File: config.mk
export PLATFORM = sky130hd
export DESIGN_NAME = ascii_digit_pair_assembler
export DESIGN_NICKNAME = d
export VERILOG_FILES = /design/src/rtl/ascii_codes_pkg.sv /design/src/rtl/ascii_is_digit.sv /design/src/rtl/ascii_digit_pair_assembler.sv
export SDC_FILE = /design/constraint.sdc
export NUM_CORES = 1
export LEC_CHECK = 0
export CAP_MARGIN = 20
export CORE_UTILIZATION = 40
export CTS_BUF_LIST = sky130_fd_sc_hd__clkbuf_8 sky130_fd_sc_hd__clkbuf_16
export DETAILED_ROUTE_END_ITERATION = 8
export PLACE_DENSITY = 0.72
export SLEW_MARGIN = 20
export SYNTH_ARGS = -nofsm -noshare
export SYNTH_HDL_FRONTEND = slang
export SYNTH_SLANG_ARGS = --single-unit
File: constraint.sdc
create_clock -name clk -period 3.1 [get_ports clk]
set_input_delay 0.31 -clock clk [delete_from_list [all_inputs] [get_ports clk]]
set_output_delay 0.31 -clock clk [all_outputs]
set_load 0.1 [all_outputs]
File: src/rtl/ascii_codes_pkg.sv
// rtl/ascii_codes_pkg.sv - shared ASCII constants and types for the digit parsers
//
// Purpose: character-class bounds, the digit-pair assembler state encoding and
// the packed {tens, ones} character pair handed to the ASCII-to-binary decoder.
// Ports: none (package).
package ascii_codes_pkg;

  localparam logic [7:0] ASCII_ZERO = 8'h30;
  localparam logic [7:0] ASCII_NINE = 8'h39;

  typedef enum logic [2:0] {
    ST_IDLE = 3'd0,
    ST_ONE  = 3'd1,
    ST_TWO  = 3'd2,
    ST_SKIP = 3'd3,
    ST_SEND = 3'd4
  } state_t;

  typedef struct packed {
    logic [7:0] tens;
    logic [7:0] ones;
  } ascii_pair_t;

endpackage

File: src/rtl/ascii_is_digit.sv
// rtl/ascii_is_digit.sv - combinational ASCII decimal-digit classifier
//
// Purpose: flags bytes '0'..'9'; every other value, including 0x00 and
// 0x80-0xFF, is a non-digit.
// Ports:
//   i_char     in  8  ASCII character
//   o_is_digit out 1  high when i_char is in 0x30..0x39
module ascii_is_digit
  import ascii_codes_pkg::*;
(
  input  logic [7:0] i_char,
  output logic       o_is_digit
);

  assign o_is_digit = (i_char >= ASCII_ZERO) && (i_char <= ASCII_NINE);

endmodule

File: src/rtl/ascii_digit_pair_assembler.sv
// rtl/ascii_digit_pair_assembler.sv - groups ASCII digits into packed {tens, ones} tokens
//
// Purpose: byte-serial front end for the ASCII-to-binary decoder. Runs of
// decimal digits terminated by any non-digit become one 16-bit token. One
// digit is padded with p_pad in the tens byte; more than two digits yields a
// zero payload with out_err set.
// Ports:
//   clk      in  1   clock
//   rst      in  1   synchronous active-high reset
//   in_val   in  1   input byte valid
//   in_rdy   out 1   byte accepted this cycle when high (state based only)
//   in_      in  8   ASCII character
//   out_val  out 1   packed token valid
//   out_rdy  in  1   downstream accepts token
//   out      out 16  {tens_char, ones_char}
//   out_err  out 1   token was longer than two digits
module ascii_digit_pair_assembler
  import ascii_codes_pkg::*;
#(
  parameter logic [7:0] p_pad = 8'h30
) (
  input  logic        clk,
  input  logic        rst,
  input  logic        in_val,
  output logic        in_rdy,
  input  logic [7:0]  in_,
  output logic        out_val,
  input  logic        out_rdy,
  output logic [15:0] out,
  output logic        out_err
);

  state_t      r_state;
  logic [7:0]  r_d0;
  logic [7:0]  r_d1;
  ascii_pair_t r_out;
  logic        r_out_err;

  logic        w_is_digit;
  logic        w_accept;

  ascii_is_digit u_is_digit (
    .i_char     (in_),
    .o_is_digit (w_is_digit)
  );

  // in_rdy depends on state alone so there is no out_rdy -> in_rdy path.
  assign in_rdy   = (r_state != ST_SEND);
  assign w_accept = in_val && in_rdy;

  assign out_val  = (r_state == ST_SEND);
  assign out      = r_out;
  assign out_err  = r_out_err;

  always_ff @(posedge clk) begin
    if (rst) begin
      r_state   <= ST_IDLE;
      r_d0      <= 8'h00;
      r_d1      <= 8'h00;
      r_out     <= '0;
      r_out_err <= 1'b0;
    end else begin
      case (r_state)
        ST_IDLE: begin
          // Delimiters here are absorbed: leading/repeated separators emit nothing.
          if (w_accept && w_is_digit) begin
            r_d0    <= in_;
            r_state <= ST_ONE;
          end
        end
        ST_ONE: begin
          if (w_accept) begin
            if (w_is_digit) begin
              r_d1    <= in_;
              r_state <= ST_TWO;
            end else begin
              r_out.tens <= p_pad;
              r_out.ones <= r_d0;
              r_out_err  <= 1'b0;
              r_state    <= ST_SEND;
            end
          end
        end
        ST_TWO: begin
          if (w_accept) begin
            if (w_is_digit) begin
              r_state <= ST_SKIP;
            end else begin
              r_out.tens <= r_d0;
              r_out.ones <= r_d1;
              r_out_err  <= 1'b0;
              r_state    <= ST_SEND;
            end
          end
        end
        ST_SKIP: begin
          // Overlong token: swallow digits until the delimiter, then report
          // a zero payload the decoder maps to 0.
          if (w_accept && !w_is_digit) begin
            r_out     <= '0;
            r_out_err <= 1'b1;
            r_state   <= ST_SEND;
          end
        end
        ST_SEND: begin
          if (out_rdy) begin
            r_state <= ST_IDLE;
          end
        end
        default: begin
          r_state <= ST_IDLE;
        end
      endcase
    end
  end

endmodule

==> summary.txt <==
Outcome
  • Status: complete, no violations

Global route
  • Initial antenna violation count: 0
  • Total Routing Usage GR: 0.177
  • Global-route wire length before repair: 5380 um
  • Gr ovfl total: 0
  • Vias in the first global route: 1184
  • Largest net degree at the start of global routing: 39

Layout
  • Nets: 197
  • Share of cells above drive strength 1: 0.124
  • Antenna cells: 0
  • Multi-input logic area: 697 sq um
  • Fillers: between 300 and 400
  • Commonest non-fill, non-tap cell in the layout: dfxtp_1
  • Storage cell area: 721 sq um
  • Final Util: 0.556
  • Most frequent cells in the layout: dfxtp_1 (36), clkdlybuf4s50_1 (28), nor2_1 (20)
  • Area grow syn2layout: 28.7%

Critical path
  • CP Launch Type: register
  • WP data arrival: 1.79 ns
  • Buffers & Inverters on Critical Path: 1
  • Top Family by Delay on Critical Path: buffers and inverters
  • Setup CP Type: register to output port
  • Crit. End Element: output port
  • WP data required: 2.79 ns
  • CP cell instances: clkdlybuf4s50_1
  • Slowest cell on crit path: clkdlybuf4s50_1
  • Crit path largest cell delay: 1.14 ns
  • Crit-path max FO: 2

Synth
  • YS warnings: 0
  • Post-synthesis cell type count: 27
  • Synth Register Bits: 36
  • Post-Syn Instances: 156
  • Syn Area/Cell: 9.60 sq um
  • Post-Syn Area: 1500 sq um
  • Seq/Total Area, Yosys: 0.481
  • Net Count, Synth: around 170

Flow run
  • Maxcap violations: 0

Pwr
  • Worst vdd ir: 356 uV
  • Pwr/cell area: 475 nW/um^2
  • Leak: 0.715 nW

Route
  • WL/cell: 13.3 um
  • Routed vias: 1211
  • Number of remaining DRC errors: 0
  • Vias per Instance: 5.22
  • Final ANT Viol Nets: 0
  • DR pass1 iterations: 4
  • DRT iter0 DRCs: 52
  • Drt total wl: ~3100 um

STA
  • Clock period minus worst slack: 2.10 ns
  • TNS Setup: 0 ns
  • Hold Fails Final Rpt: 0
  • Final max-slew violation count: 0
  • Hold WS: 0.462 ns
  • Period utilization: 0.678
  • Unrepaired setup endpoints after global routing: false
  • Clock Skew: between 0.004 and 0.005 ns
  • Setup violations, final: 0
  • Maximum clock frequency: 476 MHz
  • Rel. slew slack: 0.349
  • Least-Margin Pin Slew: 0.974 ns

Floorplan
  • Starting Density: 0.432
  • Die height: 63.2 um
  • Top-Level Pins: 31
  • Area of the die: around 4000 sq um
  • Chip width: between 60 and 70 um
  • Rows: 21
  • Core Box Area: about 3500 sq um

Clock tree
  • Gates resized, CTS repair: 0
  • Maximum clock path buffer count: 2
  • Worst-path clk slew: 0.07 ns
  • Post-CTS Setup Bufs: 0
  • Clock latency at the later pin of the worst-skew pair: 0.29 ns
  • Clock root cell: clkbuf_8
  • Hold-fix buffers at CTS: 0
  • CTS sink count: 36
  • CTS H-tree depth: 2
  • CTS tree: yes
  • Inserted Clock Buffers: 5

Placed design
  • DP HPWL: 2120 um
  • GPL Wtd Cong: between 0.7 and 0.8
  • Port Buffers: 30

Worst hold path
  • Worst Hold Class: register to register
## where the power goes
part / leakage, nW / internal [mW] / switching, mW
combinational: 0.365 / 0.0224 / 0.0294
sequential: 0.290 / 0.465 / 0.00232
clock: 0.0593 / 0.235 / 0.162
## cells by family (layout without fill, tap and decap cells)
kind of cell    after synthesis  in the layout  share of synthesized area
mux                          10             10                     0.0668
buf+inv                      18             48                     0.0535
flops                        36             36                      0.481
simple gates                 55             55                      0.206
compound gates               37             37                      0.193
## registers in the layout, indices dropped and copies added, names as in the netlist
register,count
out,16
out_err,1
r_d0,8
r_d1,8
r_state,3
## area by class of cell
type | instances | area share
Inverter | 7 | 0.0136
Clock buffer | 5 | 0.0357
Timing Repair Buffer | 33 | 0.165
Multi-Input combinational cell | 102 | 0.362
Clock inverter | 3 | 0.0201
Sequential cell | 36 | 0.374
Tap cell | 46 | 0.0299
## through the flow
step	power [mW]	instance area (sq um)	cells	setup slack, ns
2_1_floorplan	0.507	1500	156	0.640
3_3_place_gp	0.528	1820	224	1.07
3_5_place_dp	0.529	1820	224	1.03
4_1_cts	0.930	1930	232	0.985
5_1_grt	0.956	1930	232	0.944
6_report	0.916	1930	232	0.999
## cells in the mapped netlist
library cell  instances  share of area
nand2b_1              7          0.029
nor3_1                4          0.013
clkbuf_1              5          0.013
nand4_1               1         0.0042
dfxtp_1              36           0.48
a21oi_1              15          0.050
buf_2                 4          0.013
o21ai_1               1         0.0033
inv_1                 7          0.018
and3b_1               4          0.023
buf_4                 2          0.010
nand2_1               2         0.0050
nor3b_1               7          0.035
o21ai_2               1         0.0058
a41o_1                1         0.0067
a2111oi_4             1          0.018
o21a_1                1         0.0050
nor2b_1               1         0.0042
nand3_1               7          0.023
nor4bb_1              1         0.0067
a211oi_2              8          0.067
mux2i_1              10          0.067
o21ai_0               7          0.023
a2111oi_0             1         0.0058
and4bb_4              1          0.011
o2111a_1              1         0.0075
nor2_1               20          0.050
## path summary, 6_finish.rpt
check,startpoint,endpoint,slack (ns),cells past startpoint
setup reg to reg,r_state[0]$_SDFFE_PP0P_,r_d1[3]$_SDFFE_PP0P_,1.18,4
hold reg to reg,r_d1[4]$_SDFFE_PP0P_,r_d1[4]$_SDFFE_PP0P_,0.46,2
setup / recovery,out[13]$_SDFFE_PP0P_,out[13],1.0,1
hold / removal,r_d1[4]$_SDFFE_PP0P_,r_d1[4]$_SDFFE_PP0P_,0.46,2
## per-layer routing
layer,global-route usage,part of all wire,wire length [um]
met1,0.212,0.46,1430
met2,0.288,0.46,1420
met3,0.0707,0.061,188
met4,0.0597,0.015,46
met5,0,0,0
(Power assumes the default switching activity.)
